`src/rtl/ex_mem_stage.sv`:
```
`default_nettype none
// ============================================================================
// Module   : ex_mem_stage
// Brief    : EX->MEM register stage with 2-entry skid buffer, branch
//            resolution from ALU flags, fetch redirect and taken counter.
// Revision : 1.0 - initial release
// ============================================================================
module ex_mem_stage #(
    parameter int XLEN  = 32,
    parameter int RA_W  = 5,
    parameter int CNT_W = 32
) (
    input  logic             clk,
    input  logic             rst_n,
    input  logic             flush,
    input  logic             in_valid,
    output logic             in_ready,
    input  logic [XLEN-1:0]  alu_result,
    input  logic             alu_z,
    input  logic             alu_n,
    input  logic             alu_c,
    input  logic             alu_v,
    input  logic [RA_W-1:0]  rd,
    input  logic             reg_write,
    input  logic             mem_read,
    input  logic             mem_write,
    input  logic [XLEN-1:0]  store_data,
    input  logic [2:0]       funct3,
    input  logic             is_branch,
    input  logic [XLEN-1:0]  br_target,
    output logic             out_valid,
    input  logic             out_ready,
    output logic [XLEN-1:0]  out_result,
    output logic [RA_W-1:0]  out_rd,
    output logic             out_reg_write,
    output logic             out_mem_read,
    output logic             out_mem_write,
    output logic [XLEN-1:0]  out_store_data,
    output logic [2:0]       out_funct3,
    output logic             redirect_valid,
    output logic [XLEN-1:0]  redirect_pc,
    output logic [CNT_W-1:0] taken_cnt
);

    typedef struct packed {
        logic [XLEN-1:0] result;
        logic [XLEN-1:0] store_data;
        logic [RA_W-1:0] rd;
        logic [2:0]      funct3;
        logic            reg_write;
        logic            mem_read;
        logic            mem_write;
    } pkt_t;

    localparam logic [CNT_W-1:0] c_CNT_ONE = {{(CNT_W-1){1'b0}}, 1'b1};

    pkt_t             r_main;
    pkt_t             r_skid;
    logic             r_main_valid;
    logic             r_skid_valid;
    logic             r_redirect_valid;
    logic [XLEN-1:0]  r_redirect_pc;
    logic [CNT_W-1:0] r_taken_cnt;

    pkt_t             w_in_pkt;
    logic             w_accept;
    logic             w_drain;
    logic             w_cond;
    logic             w_br_taken;

    assign in_ready = ~r_skid_valid;
    assign w_accept = in_valid & ~r_skid_valid & ~flush;
    assign w_drain  = r_main_valid & out_ready;

    // BLTU/BGEU use C as "no borrow" from the SUB the ALU performed
    always_comb begin
        w_cond = 1'b0;
        case (funct3)
            3'b000:  w_cond = alu_z;
            3'b001:  w_cond = ~alu_z;
            3'b100:  w_cond = alu_n ^ alu_v;
            3'b101:  w_cond = ~(alu_n ^ alu_v);
            3'b110:  w_cond = ~alu_c;
            3'b111:  w_cond = alu_c;
            default: w_cond = 1'b0;
        endcase
    end

    assign w_br_taken = w_accept & is_branch & w_cond;

    always_comb begin
        w_in_pkt.result     = alu_result;
        w_in_pkt.store_data = store_data;
        w_in_pkt.rd         = rd;
        w_in_pkt.funct3     = funct3;
        w_in_pkt.reg_write  = reg_write & ~is_branch;
        w_in_pkt.mem_read   = mem_read  & ~is_branch;
        w_in_pkt.mem_write  = mem_write & ~is_branch;
    end

    always_ff @(posedge clk or negedge rst_n) begin
        if (!rst_n) begin
            r_main       <= '0;
            r_skid       <= '0;
            r_main_valid <= 1'b0;
            r_skid_valid <= 1'b0;
        end else if (flush) begin
            r_main_valid <= 1'b0;
            r_skid_valid <= 1'b0;
        end else begin
            if (w_drain && r_skid_valid) begin
                r_main       <= r_skid;
                r_skid_valid <= 1'b0;
            end else if (w_accept && (!r_main_valid || w_drain)) begin
                r_main       <= w_in_pkt;
                r_main_valid <= 1'b1;
            end else if (w_drain) begin
                r_main_valid <= 1'b0;
            end
            // Main is busy and stalled: park the newcomer behind it
            if (w_accept && r_main_valid && !w_drain) begin
                r_skid       <= w_in_pkt;
                r_skid_valid <= 1'b1;
            end
        end
    end

    always_ff @(posedge clk or negedge rst_n) begin
        if (!rst_n) begin
            r_redirect_valid <= 1'b0;
            r_redirect_pc    <= '0;
            r_taken_cnt      <= '0;
        end else begin
            r_redirect_valid <= w_br_taken;
            r_redirect_pc    <= w_br_taken ? br_target : '0;
            if (w_br_taken) begin
                r_taken_cnt <= r_taken_cnt + c_CNT_ONE;
            end
        end
    end

    assign out_valid      = r_main_valid;
    assign out_result     = r_main.result;
    assign out_rd         = r_main.rd;
    assign out_reg_write  = r_main.reg_write;
    assign out_mem_read   = r_main.mem_read;
    assign out_mem_write  = r_main.mem_write;
    assign out_store_data = r_main.store_data;
    assign out_funct3     = r_main.funct3;
    assign redirect_valid = r_redirect_valid;
    assign redirect_pc    = r_redirect_pc;
    assign taken_cnt      = r_taken_cnt;

endmodule
`default_nettype wire
```
`config.mk`:
```
export PLATFORM = sky130hd
export DESIGN_NAME = ex_mem_stage
export DESIGN_NICKNAME = d
export VERILOG_FILES = /design/src/rtl/ex_mem_stage.sv
export SDC_FILE = /design/constraint.sdc
export NUM_CORES = 1
export LEC_CHECK = 0
export BUFFER_PORTS_ARGS = -buffer_cell sky130_fd_sc_hd__buf_2
export CORE_ASPECT_RATIO = 0.8
export CORE_MARGIN = 8
export CORE_UTILIZATION = 44
export CTS_BUF_LIST = sky130_fd_sc_hd__clkbuf_16
export DETAILED_ROUTE_END_ITERATION = 8
export GPL_ROUTABILITY_DRIVEN = 0
export PLACE_DENSITY = 0.79
export REMOVE_ABC_BUFFERS = 1
export SYNTH_ARGS = -nofsm -noshare
export SYNTH_HDL_FRONTEND = slang
export SYNTH_SLANG_ARGS = --single-unit
```
`constraint.sdc`:
```
create_clock -name clk -period 5.1 [get_ports clk]
set_input_delay 1.02 -clock clk [delete_from_list [all_inputs] [get_ports clk]]
set_output_delay 1.02 -clock clk [all_outputs]
set_load 0.005 [all_outputs]
```
-- After elaboration in Yosys (flattened, before gate mapping)
Cells that the tools add are included.
- muxes and demuxes: 11
- reduce and logical (&&, ||, !) cells: 14
- add/subtract/negate cells: 1
- bitwise gates (word level): 15
- equality and inequality tests: 6
- operator list (cell ; count):
    75-bit two-way mux ; 2
    32-bit by 1-bit adder with 32-bit output (second input constant) ; 1
    32-bit two-way mux ; 1
    3-bit equality test (second input constant) ; 4
    1-bit AND ; 8
    1-bit two-way mux ; 7
    1-bit inverter ; 6
    1-bit one-hot mux with 6 select lines ; 1
    2-bit AND reduction ; 3
    3-bit nonzero test ; 2
    1-bit logical AND ; 4
    3-bit by 1-bit equality test with 1-bit output (second input constant) ; 1
    3-bit zero test ; 1
    1-bit zero test ; 2
    2-bit != test (second input constant) ; 1
    2-bit nonzero test ; 1
    1-bit logical OR ; 1
    1-bit bitwise XOR ; 1
- word-level logic and storage cells: 66
- bits of input ports: 117
- register bits after elaboration: 217

-- Logic depth before layout (Yosys ltp)
Gate-level depths: netlist (run 1).
- depth after elaboration: 7
- gate-level depth with buffers: 8
- gate-level depth less buffers: 6

-- Worst setup path before layout (run 1)
Ideal clock, no wire load.
- kind: input to register
- start point: input funct3[0]
- end point: register r_taken_cnt[1] (netlist: taken_cnt[1])
- arrival time: 2.409 ns
- required time: 4.975 ns
- path buffers: 2
- stages: 6
- path slack: 2.566 ns
- cell sequence: buf_6 > xor3_2 > nor3b_4 > nor3_1 > buf_4 > mux2_2
- word-level cells in the longest chain between the ends: 3
- elaborated cells between the ends (all ways): 8
- those cells by class: eq/ne (5); mux (1); bitwise (1); reduce/logical (1)
- RTL lines (item ; line ; text):
    start: declaration ; 28 ; input logic [2:0] funct3,
    3-bit equality test (tied with other cells) ; 78 ; case (funct3)
    1-bit one-hot mux with 6 select lines * ; 78 ;
    1-bit AND * ; 89 ; assign w_br_taken = w_accept & is_branch & w_cond;
    end signal: assignment ; 137 ; r_taken_cnt <= r_taken_cnt + c_CNT_ONE;
    end: declaration ; 63 ; logic [CNT_W-1:0] r_taken_cnt;
Every way passes the cells marked *; elsewhere a longest branch is shown, timed or not.
A chain may end at the register's enable or synchronous reset.

-- Worst setup path after layout (run 1)
- start point: input funct3[0]
- end point: register r_taken_cnt[21] (netlist: taken_cnt[21])
The elaborated chain is that of the path after synthesis.

==> results of run 1 <==
synthesized netlist by cell type, types with 5 or more instances:
library cell,number,share of area (%)
dfrtp_1,217,61
nand2_1,164,6.9
nor2_1,86,3.6
a31oi_1,75,5.3
mux2_2,73,9.2
and2_1,34,2.4
clkbuf_1,31,1.3
xnor2_1,24,2.4
and3_1,13,0.91
nand3_1,12,0.67
nand4_1,11,0.77
xor2_1,10,0.98
buf_2,8,0.45
nand2b_1,6,0.42
buf_6,5,0.63
o21ai_0,5,0.28
state kept, by name (all words and copies together), names as in the netlist:
register,cells
out_mem_read,1
r_skid,75
taken_cnt,32
r_skid_valid,1
out_reg_write,1
out_mem_write,1
out_funct3,3
out_store_data,32
out_valid,1
redirect_pc,32
out_rd,5
redirect_valid,1
out_result,32
metal layers:
metal,up-vias,routed length (um)
met5,-,23
met1,3253,9620
met4,4,564
li1,3204,-
met2,290,10200
met3,40,2740
power by group through the flow:
| stage | clock (mW) | combinational, mW | sequential (mW) |
|---|---|---|---|
| 6_report | 1.62 | 0.678 | 2.21 |
| 5_1_grt | 1.73 | 0.764 | 2.24 |
| 4_1_cts | 1.67 | 0.692 | 2.21 |
| 3_5_place_dp | 0 | 0.691 | 2.24 |
| 3_3_place_gp | 0 | 0.671 | 2.22 |
| 2_1_floorplan | 0 | 0.359 | 2.22 |
worst max-delay path by stage:
| stage | startpoint | endpoint | slack (ns) | cells after the start |
|---|---|---|---|---|
| floorplan | flush | out_funct3[0] | -4.00 | 2 |
| global placement | funct3[0] | taken_cnt[23] | 2.30 | 6 |
| detailed placement | funct3[0] | taken_cnt[21] | 2.25 | 6 |
| CTS | funct3[0] | taken_cnt[21] | 2.77 | 6 |
| global route | funct3[0] | taken_cnt[23] | 2.52 | 6 |
| finish | funct3[0] | taken_cnt[21] | 2.69 | 6 |
worst min-delay path, stage by stage (launching register included):
cell	delay [ns]
dfrtp_1	0.34
nand2_1	0.04
o21ai_0	0.06
cells by family (layout without fill, tap and decap cells):
group	count (synthesis)	count (layout)	synth area share [%]
AOI/OAI and AO/OA	88	88	6.41
muxes	74	74	9.33
and+or+nand+nor	340	340	17.0
xor gates and xnor gates	35	35	3.62
DFF	217	217	60.9
adders and majority gates	1	1	0.140
buffers and inverters	48	305	2.60
stage by stage:
| step | setup TNS, ns | std cells |
|---|---|---|
| after floorplan | -299.90 | 757 |
| after global placement | 0 | 1283 |
| after detailed placement | 0 | 1283 |
| after CTS | 0 | 1324 |
| after global routing | 0 | 1324 |
| final | 0 | 1324 |
layout make-up:
class                      instances  area share, %
sequential                       217           48.7
multi-input combinational        538           29.5
timing repair buffer             262           12.2
clock buffer                      23           5.17
tap                              264           2.97
clock inverter                    18           1.38
inverter                           2         0.0674
==> impl_metrics.yaml, run 1 <==
die:
  initial_utilization_pct: 44.9
  io-pin-count: 259
  rows: 46
  coreArea_sq_mm: 0.0199
  die_area_sq_mm: 0.0251
  die_h_um: 143
  fp.dieW_um: 175
routing:
  vias: 6791
  drc: 0
  ant_nets: 0
  wl_per_cell_um: 17.5
  drtIter0Drc: 599
  totalWireLength_um: 23200
  post_drt_via_cell_ratio: 5.13
  drt_first_pass_iters: 5
setup_path:
  path_cells: "buf_2 -> xor2_1 -> nor2_1 -> nor4_1 -> nand4_1 -> xnor2_1"
  worstSetupPathType: "in -> reg"
  slowest_delay_ns: 0.77
  r2r_slack_ns: 2.89
  critPathArrivalTime_ns: 2.79
  crit_buf_inv: 1
  start_kind: "input pin"
  r2r_end: "r_skid[74]"
  r2r_start: "r_skid_valid"
  crit_fanout: 7
  critPathSlowestCell: "nor4_1"
  rr_worst_depth: 4
  cp.required_ns: 5.47
  worstSetupEndpointType: "flop"
  critical_path.top_delay_family: "simple AND/OR/NAND/NOR gates"
final_layout:
  fin_nets: 1162
  drive_above_1_share_pct: 35.8
  syn_to_final_growth_pct: 24.9
  multiInputGateArea_sq_mm: 0.00329
  fillers: 1652
  layout_common_cells: "257 x buf_2, 217 x dfrtp_1, 164 x nand2_1, 86 x nor2_1, 75 x a31oi_1"
  design_area_sq_mm: 0.0111
  final_util_pct: 56.1
  n_antenna_cell: 0
  final_common_cell: "buf_2"
  ff_latch_area_sq_mm: 0.00543
sta:
  rsz0062_at_grt: "no"
  fin_crit_ns: 2.41
  slew_violations: 0
  finalCritPeriodShare_pct: 47.3
  worstMarginPinSlew_ns: 1.13
  postLayoutSetupSlackWorst_ns: 2.69
  clock_skew_ns: 0.00551
  fin_hold_ws_ns: 0.482
  hold_violations: 0
  setup_viol: 0
  max_slew_margin_pct: 24.8
  max_freq_mhz: 414
worst_hold_path:
  whs_path_depth: 2
  worstHoldEndpoint: "r_skid[0]"
  worstHoldStart: "r_skid[0]"
  hold_path_class: "reg -> reg"
power:
  power_mw: 4.51
  power.internal_mw: 3.36
  clock_power_share_pct: 36.0
  power.share.combinational_pct: 15.0
  power_frac_seq_pct: 49.0
  leakage_nw: 5.50
  netSwitchingPower_mw: 1.15
  p_sw_share_pct: 25.6
  peakVddDrop_mv: 0.273
  pwr_density_cell_mw_per_mm2: 405
yosys:
  yosys_most_used_dff: "dfrtp_1"
  synthArstFlopShare_pct: 100
  ys_seq_area_share_pct: 60.9
  synthesis.area_sq_mm: 0.00892
  ys_warn_count: 0
  ys_types: 37
  synth_seq_cells: 217
  synth_cells: 803
  syn_area_per_cell_sq_um: 11.1
  synth_edf_count: 0
clock_network:
  cts_setup_buffers: 0
  clock_sinks: 217
  clk_latency_ns: 0.49
  cts-resized-gates: 0
  cts_hold_buffers: 0
  h-tree-depth: 1
  clk_pin_slew_ns: 0.06
  cts_buffers: 23
  root_buffer: "clkbuf_16"
  cts_tree: "done"
  cts_buffer_depth: 3
global_route:
  grt_pass1_vias: 6953
  gr-usage-met2_pct: 27.8
  use_met3_pct: 7.68
  grt_pass1_wl_um: 36900
  antenna_found_initial: 2
  groute.layer.met1.usage_pct: 22.9
  grt_overflow_total: 0
  grtUsageTotal_pct: 18.0
  top_usage_layer: "met2"
  grt_max_degree: 151
place:
  dp_hpwl_um: 15700
  portBuffers: 258
  preCtsSetupSlack_ns: 2.25
  post_dp_cell_area_sq_mm: 0.0104
job:
  max_cap_viol_count: 0
run_status:
  outcome: "finished clean"
(Power assumes the default switching activity.)
==> run 2: changes to the inputs <==
--- a/config.mk
+++ b/config.mk
@@ -12,7 +12,7 @@
 export CTS_BUF_LIST = sky130_fd_sc_hd__clkbuf_16
 export DETAILED_ROUTE_END_ITERATION = 8
 export GPL_ROUTABILITY_DRIVEN = 0
-export PLACE_DENSITY = 0.79
+export PLACE_DENSITY = 0.81
 export REMOVE_ABC_BUFFERS = 1
 export SYNTH_ARGS = -nofsm -noshare
 export SYNTH_HDL_FRONTEND = slang
==> constraint.sdc (replaced) <==
create_clock -name clk -period 2.1 [get_ports clk]
set_input_delay 0.42 -clock clk [delete_from_list [all_inputs] [get_ports clk]]
set_output_delay 0.42 -clock clk [all_outputs]
set_load 0.005 [all_outputs]
==> impl_metrics.yaml, run 2 (synthesis gave the netlist of run 1 again) <==
global_route:
  gr-usage-met2_pct: 29.1
  groute.layer.met1.usage_pct: 22.0
  antenna_found_initial: 1
  use_met3_pct: 6.48
  grt_pass1_wl_um: 36900
  grtUsageTotal_pct: 17.8
  grt_pass1_vias: 7210
  grt_overflow_total: 0
  grt_max_degree: 97
  top_usage_layer: "met2"
worst_hold_path:
  worstHoldEndpoint: "redirect_pc[10]"
  hold_path_class: "in -> reg"
  worstHoldStart: "br_target[10]"
  whs_path_depth: 2
job:
  max_cap_viol_count: 0
setup_path:
  r2r_end: "r_skid[63]"
  slowest_delay_ns: 0.50
  start_kind: "flop"
  crit_fanout: 78
  critical_path.top_delay_family: "simple AND/OR/NAND/NOR gates"
  rr_worst_depth: 6
  worstSetupEndpointType: "flop"
  crit_buf_inv: 3
  cp.required_ns: 2.47
  cp-startpoint: "r_skid_valid"
  path_cells: "buf_4 -> inv_1 -> nand2_1 -> or4b_4 -> buf_12 -> mux2_2"
  critPathSlowestCell: "or4b_4"
  r2r_slack_ns: 0.15
  critPathArrivalTime_ns: 2.33
  r2r_start: "r_skid_valid"
  worstSetupPathType: "reg -> reg"
final_layout:
  largest_register_ffs: 75
  final_util_pct: 57.4
  layout_common_cells: "257 x buf_2, 217 x dfrtp_1, 164 x nand2_1, 86 x nor2_1, 75 x a31oi_1"
  syn_to_final_growth_pct: 27.7
  final_cells: 1350
  fillers: 1671
  final_common_cell: "buf_2"
  design_area_sq_mm: 0.0114
  fin_nets: 1189
  n_antenna_cell: 0
  regMostFlops: "r_skid"
  drive_above_1_share_pct: 37.5
routing:
  totalWireLength_um: 23000
  drc: 0
  ant_nets: 0
  post_drt_via_cell_ratio: 5.23
  vias: 7055
  wl_per_cell_um: 17.0
  drtIter0Drc: 482
  drt_first_pass_iters: 6
clock_network:
  clk_pin_slew_ns: 0.06
  cts_buffers: 23
  clk_latency_ns: 0.50
  cts_buffer_depth: 3
  clock_sinks: 217
  cts_setup_buffers: 0
  cts-resized-gates: 0
  root_buffer: "clkbuf_16"
  h-tree-depth: 1
  cts_tree: "done"
sta:
  rsz0062_at_grt: "no"
  clock_skew_ns: 0.00979
  setup_tns_ns: 0
  worstMarginPinSlew_ns: 0.608
  setup_viol: 0
  max_freq_mhz: 512
  hold_violations: 0
  slew_violations: 0
  max_slew_margin_pct: 59.1
  finalCritPeriodShare_pct: 93.0
  fin_crit_ns: 1.95
die:
  rows: 46
  fp.dieW_um: 175
  die_h_um: 143
  coreArea_sq_mm: 0.0199
  io-pin-count: 259
  initial_utilization_pct: 44.9
  die_area_sq_mm: 0.0251
power:
  leakage_nw: 5.63
  pwr_density_cell_mw_per_mm2: 956
  peakVddDrop_mv: 0.963
place:
  post_dp_cell_area_sq_mm: 0.0107
  placed_cells: 1309
  dp_hpwl_um: 16400
  portBuffers: 258
run_status:
  outcome: "finished clean"
run 2: cell count changes in the layout (fill, tap and decap cells not counted):
| cell | change |
|---|---|
| buf_4 | +21 |
| clkinvlp_4 | +4 |
| clkinv_2 | -1 |
| inv_1 | -3 |
| buf_12 | +5 |
| dlygate4sd3_1 | +1 |
| bufinv_16 | -1 |
run 2: through the flow:
step / setup WS, ns / power (mW) / hold WS [ns]
6_report: 0.147 / 10.9 / 0.131
5_1_grt: 0.0429 / 11.4 / 0.115
4_1_cts: 0.175 / 11.0 / 0.108
3_5_place_dp: 0.0219 / 7.15 / 0.437
3_3_place_gp: 0.0794 / 7.04 / 0.440
2_1_floorplan: -6.40 / 6.25 / 0.124
run 2: worst max path at each step:
stage | end | slack [ns] | cells after the start
global route | taken_cnt[12] | 0.04 | 5
global placement | taken_cnt[12] | 0.08 | 6
floorplan | out_funct3[0] | -6.40 | 2
detailed placement | taken_cnt[12] | 0.02 | 6
CTS | taken_cnt[12] | 0.17 | 5
finish | r_skid[63] | 0.15 | 6
run 2: routing by layer:
metal	part of all wire [%]	vias up
met5	0.052	-
met4	2.7	2
met3	11	44
met2	45	339
met1	42	3410
li1	-	3260
run 2: final cells by class:
cell class,instances,area (sq um),share of cell area (%)
Clock buffer,23,576,5.05
Clock inverter,17,138,1.21
Inverter,2,7.51,0.0659
Multi-Input combinational cell,538,3290,28.8
Sequential cell,217,5430,47.7
Tap cell,264,330,2.90
Timing Repair Buffer,289,1620,14.3
run 2: where the power goes:
part	internal, mW	switching (mW)	leakage, nW
logic	0.901	0.794	2.60
registers	4.94	0.413	2.67
clock network	2.24	1.60	0.349
total	8.08	2.81	5.63
run 2: repair_timing:
action	in CTS	in global routing
hold buffers	1	0
endpoints found under the setup margin	0	0
endpoints found under the hold margin	62	0
run 2: worst reg2reg max path: cells and delay by family (launching register included):
| family | cells | cell delay [ns] |
|---|---|---|
| buffers and inverters | 3 | 0.45 |
| and+or+nand+nor | 2 | 0.57 |
| DFF | 1 | 0.37 |
| muxes | 1 | 0.44 |
==> run 3: changes to the inputs <==
==> constraint.sdc (replaced) <==
create_clock -name clk -period 2.1 [get_ports clk]
set_input_delay 0.105 -clock clk [delete_from_list [all_inputs] [get_ports clk]]
set_output_delay 0.105 -clock clk [all_outputs]
set_load 0.005 [all_outputs]
==> impl_metrics.yaml, run 3 (synthesis gave the netlist of run 1 again) <==
run_status:
  outcome: "finished clean"
final_layout:
  drive_above_1_share_pct: 32.6
  syn_to_final_growth_pct: 39.5
  fin_nets: 1290
  design_area_sq_mm: 0.0124
  layout_common_cells: "257 x buf_2, 217 x dfrtp_1, 164 x nand2_1, 115 x dlygate4sd3_1, 86 x nor2_1"
  final_cells: 1455
  final_common_cell: "buf_2"
  largest_register_ffs: 75
  regMostFlops: "r_skid"
routing:
  drt_first_pass_iters: 4
  drc: 0
  totalWireLength_um: 27300
  vias: 7652
  post_drt_via_cell_ratio: 5.26
  drtIter0Drc: 755
  wl_per_cell_um: 18.8
  ant_nets: 0
die:
  coreArea_sq_mm: 0.0199
  die_h_um: 143
  rows: 46
  io-pin-count: 259
  fp.dieW_um: 175
  initial_utilization_pct: 44.9
  die_area_sq_mm: 0.0251
sta:
  setup_tns_ns: 0
  fin_hold_ws_ns: 0.0807
  clock_skew_ns: 0.0175
  rsz0062_at_grt: "no"
  max_slew_margin_pct: 59.1
  setup_viol: 0
  worstMarginPinSlew_ns: 0.608
  slew_violations: 0
  max_freq_mhz: 518
  hold_violations: 0
  postLayoutSetupSlackWorst_ns: 0.169
  fin_crit_ns: 1.93
  finalCritPeriodShare_pct: 91.9
setup_path:
  r2r_end: "r_skid[50]"
  worstSetupPathType: "reg -> reg"
  rr_worst_depth: 6
  r2r_start: "r_skid_valid"
  worstSetupEndpointType: "flop"
  start_kind: "flop"
  critPathArrivalTime_ns: 2.32
  cp.required_ns: 2.49
  cp-startpoint: "r_skid_valid"
  crit_fanout: 78
  critPathCapture: "r_skid[50]"
  r2r_slack_ns: 0.17
power:
  power_frac_seq_pct: 49.2
  power.internal_mw: 8.06
  pwr_density_cell_mw_per_mm2: 882
  p_sw_share_pct: 26.6
  clock_power_share_pct: 33.4
  netSwitchingPower_mw: 2.92
  leakage_nw: 6.06
  peakVddDrop_mv: 0.574
  power.share.combinational_pct: 17.4
clock_network:
  cts_buffers: 22
  cts_buffer_depth: 3
  root_buffer: "clkbuf_16"
  clock_sinks: 217
  cts_tree: "done"
  cts-resized-gates: 0
  cts_hold_buffers: 115
  h-tree-depth: 1
  clk_pin_slew_ns: 0.06
  cts_setup_buffers: 0
  clk_latency_ns: 0.50
global_route:
  grt_max_degree: 83
  gr-usage-met2_pct: 37.0
  grt_pass1_wl_um: 44000
  top_usage_layer: "met2"
  grt_pass1_vias: 8061
  antenna_found_initial: 1
  groute.layer.met1.usage_pct: 26.2
  grtUsageTotal_pct: 21.7
  use_met3_pct: 6.48
  grt_overflow_total: 0
worst_hold_path:
  hold_path_class: "in -> reg"
place:
  dp_hpwl_um: 16200
  post_dp_cell_area_sq_mm: 0.0106
  preCtsSetupSlack_ns: 0.230
  portBuffers: 258
  placed_cells: 1297
job:
  max_cap_viol_count: 0
==> run 3: cell count changes in the layout (fill, tap and decap cells not counted), sizes merged <==
cell / previous run / this run
inv: 4 / 10
bufinv: 2 / 1
diode: 0 / 3
clkinvlp: 4 / 0
dlygate4sd3: 1 / 115
buf: 288 / 276
clkinv: 9 / 8
==> run 3: stage by stage <==
stage	total power, mW	utilization, %
CTS	11.0	62.6
global route	11.5	62.6
finish	11.0	62.7
detailed placement	7.14	53.5
global placement	7.03	53.5
floorplan	6.25	-
==> run 3: area by class of cell <==
class | instances | area [sq um]
timing repair buffer | 391 | 2710
multi-input combinational | 538 | 3290
clock inverter | 17 | 92.6
antenna | 3 | 7.51
tap | 264 | 330
inverter | 2 | 7.51
sequential | 217 | 5430
fill | 1452 | 7410
clock buffer | 23 | 576
==> run 3: worst max-delay path: stages, from the launching register on <==
cell     delay [ns]
dfrtp_1        0.37
buf_4          0.16
inv_1          0.07
nand2_1        0.06
or4b_4         0.49
buf_12         0.23
mux2_2         0.36
==> run 3: worst min-delay path by stage <==
stage / to / cells past startpoint / slack [ns] / startpoint
4_1_cts: out_mem_write / 4 / 0.002 / is_branch
6_report: out_mem_write / 4 / 0.08 / is_branch
3_5_place_dp: out_result[12] / 1 / 0.12 / rst_n
3_3_place_gp: out_result[12] / 1 / 0.13 / rst_n
2_1_floorplan: out_funct3[0] / 0 / -0.19 / rst_n
5_1_grt: out_mem_write / 4 / 0.07 / is_branch
==> run 3: routing by layer <==
metal	vias to the layer above	share of wire, %
li1	3480	-
met1	3710	39
met2	401	48
met3	61	9.9
met4	0	3.1
met5	-	0
==> run 3: power by group through the flow <==
| stage | Clock [mW] | Combinational (mW) | Sequential [mW] |
|---|---|---|---|
| after CTS | 3.75 | 1.89 | 5.36 |
| after global routing | 3.92 | 2.12 | 5.48 |
| after global placement | 0 | 1.64 | 5.39 |
| after detailed placement | 0 | 1.71 | 5.43 |
| after floorplan | 0 | 0.871 | 5.38 |
| final | 3.66 | 1.92 | 5.40 |
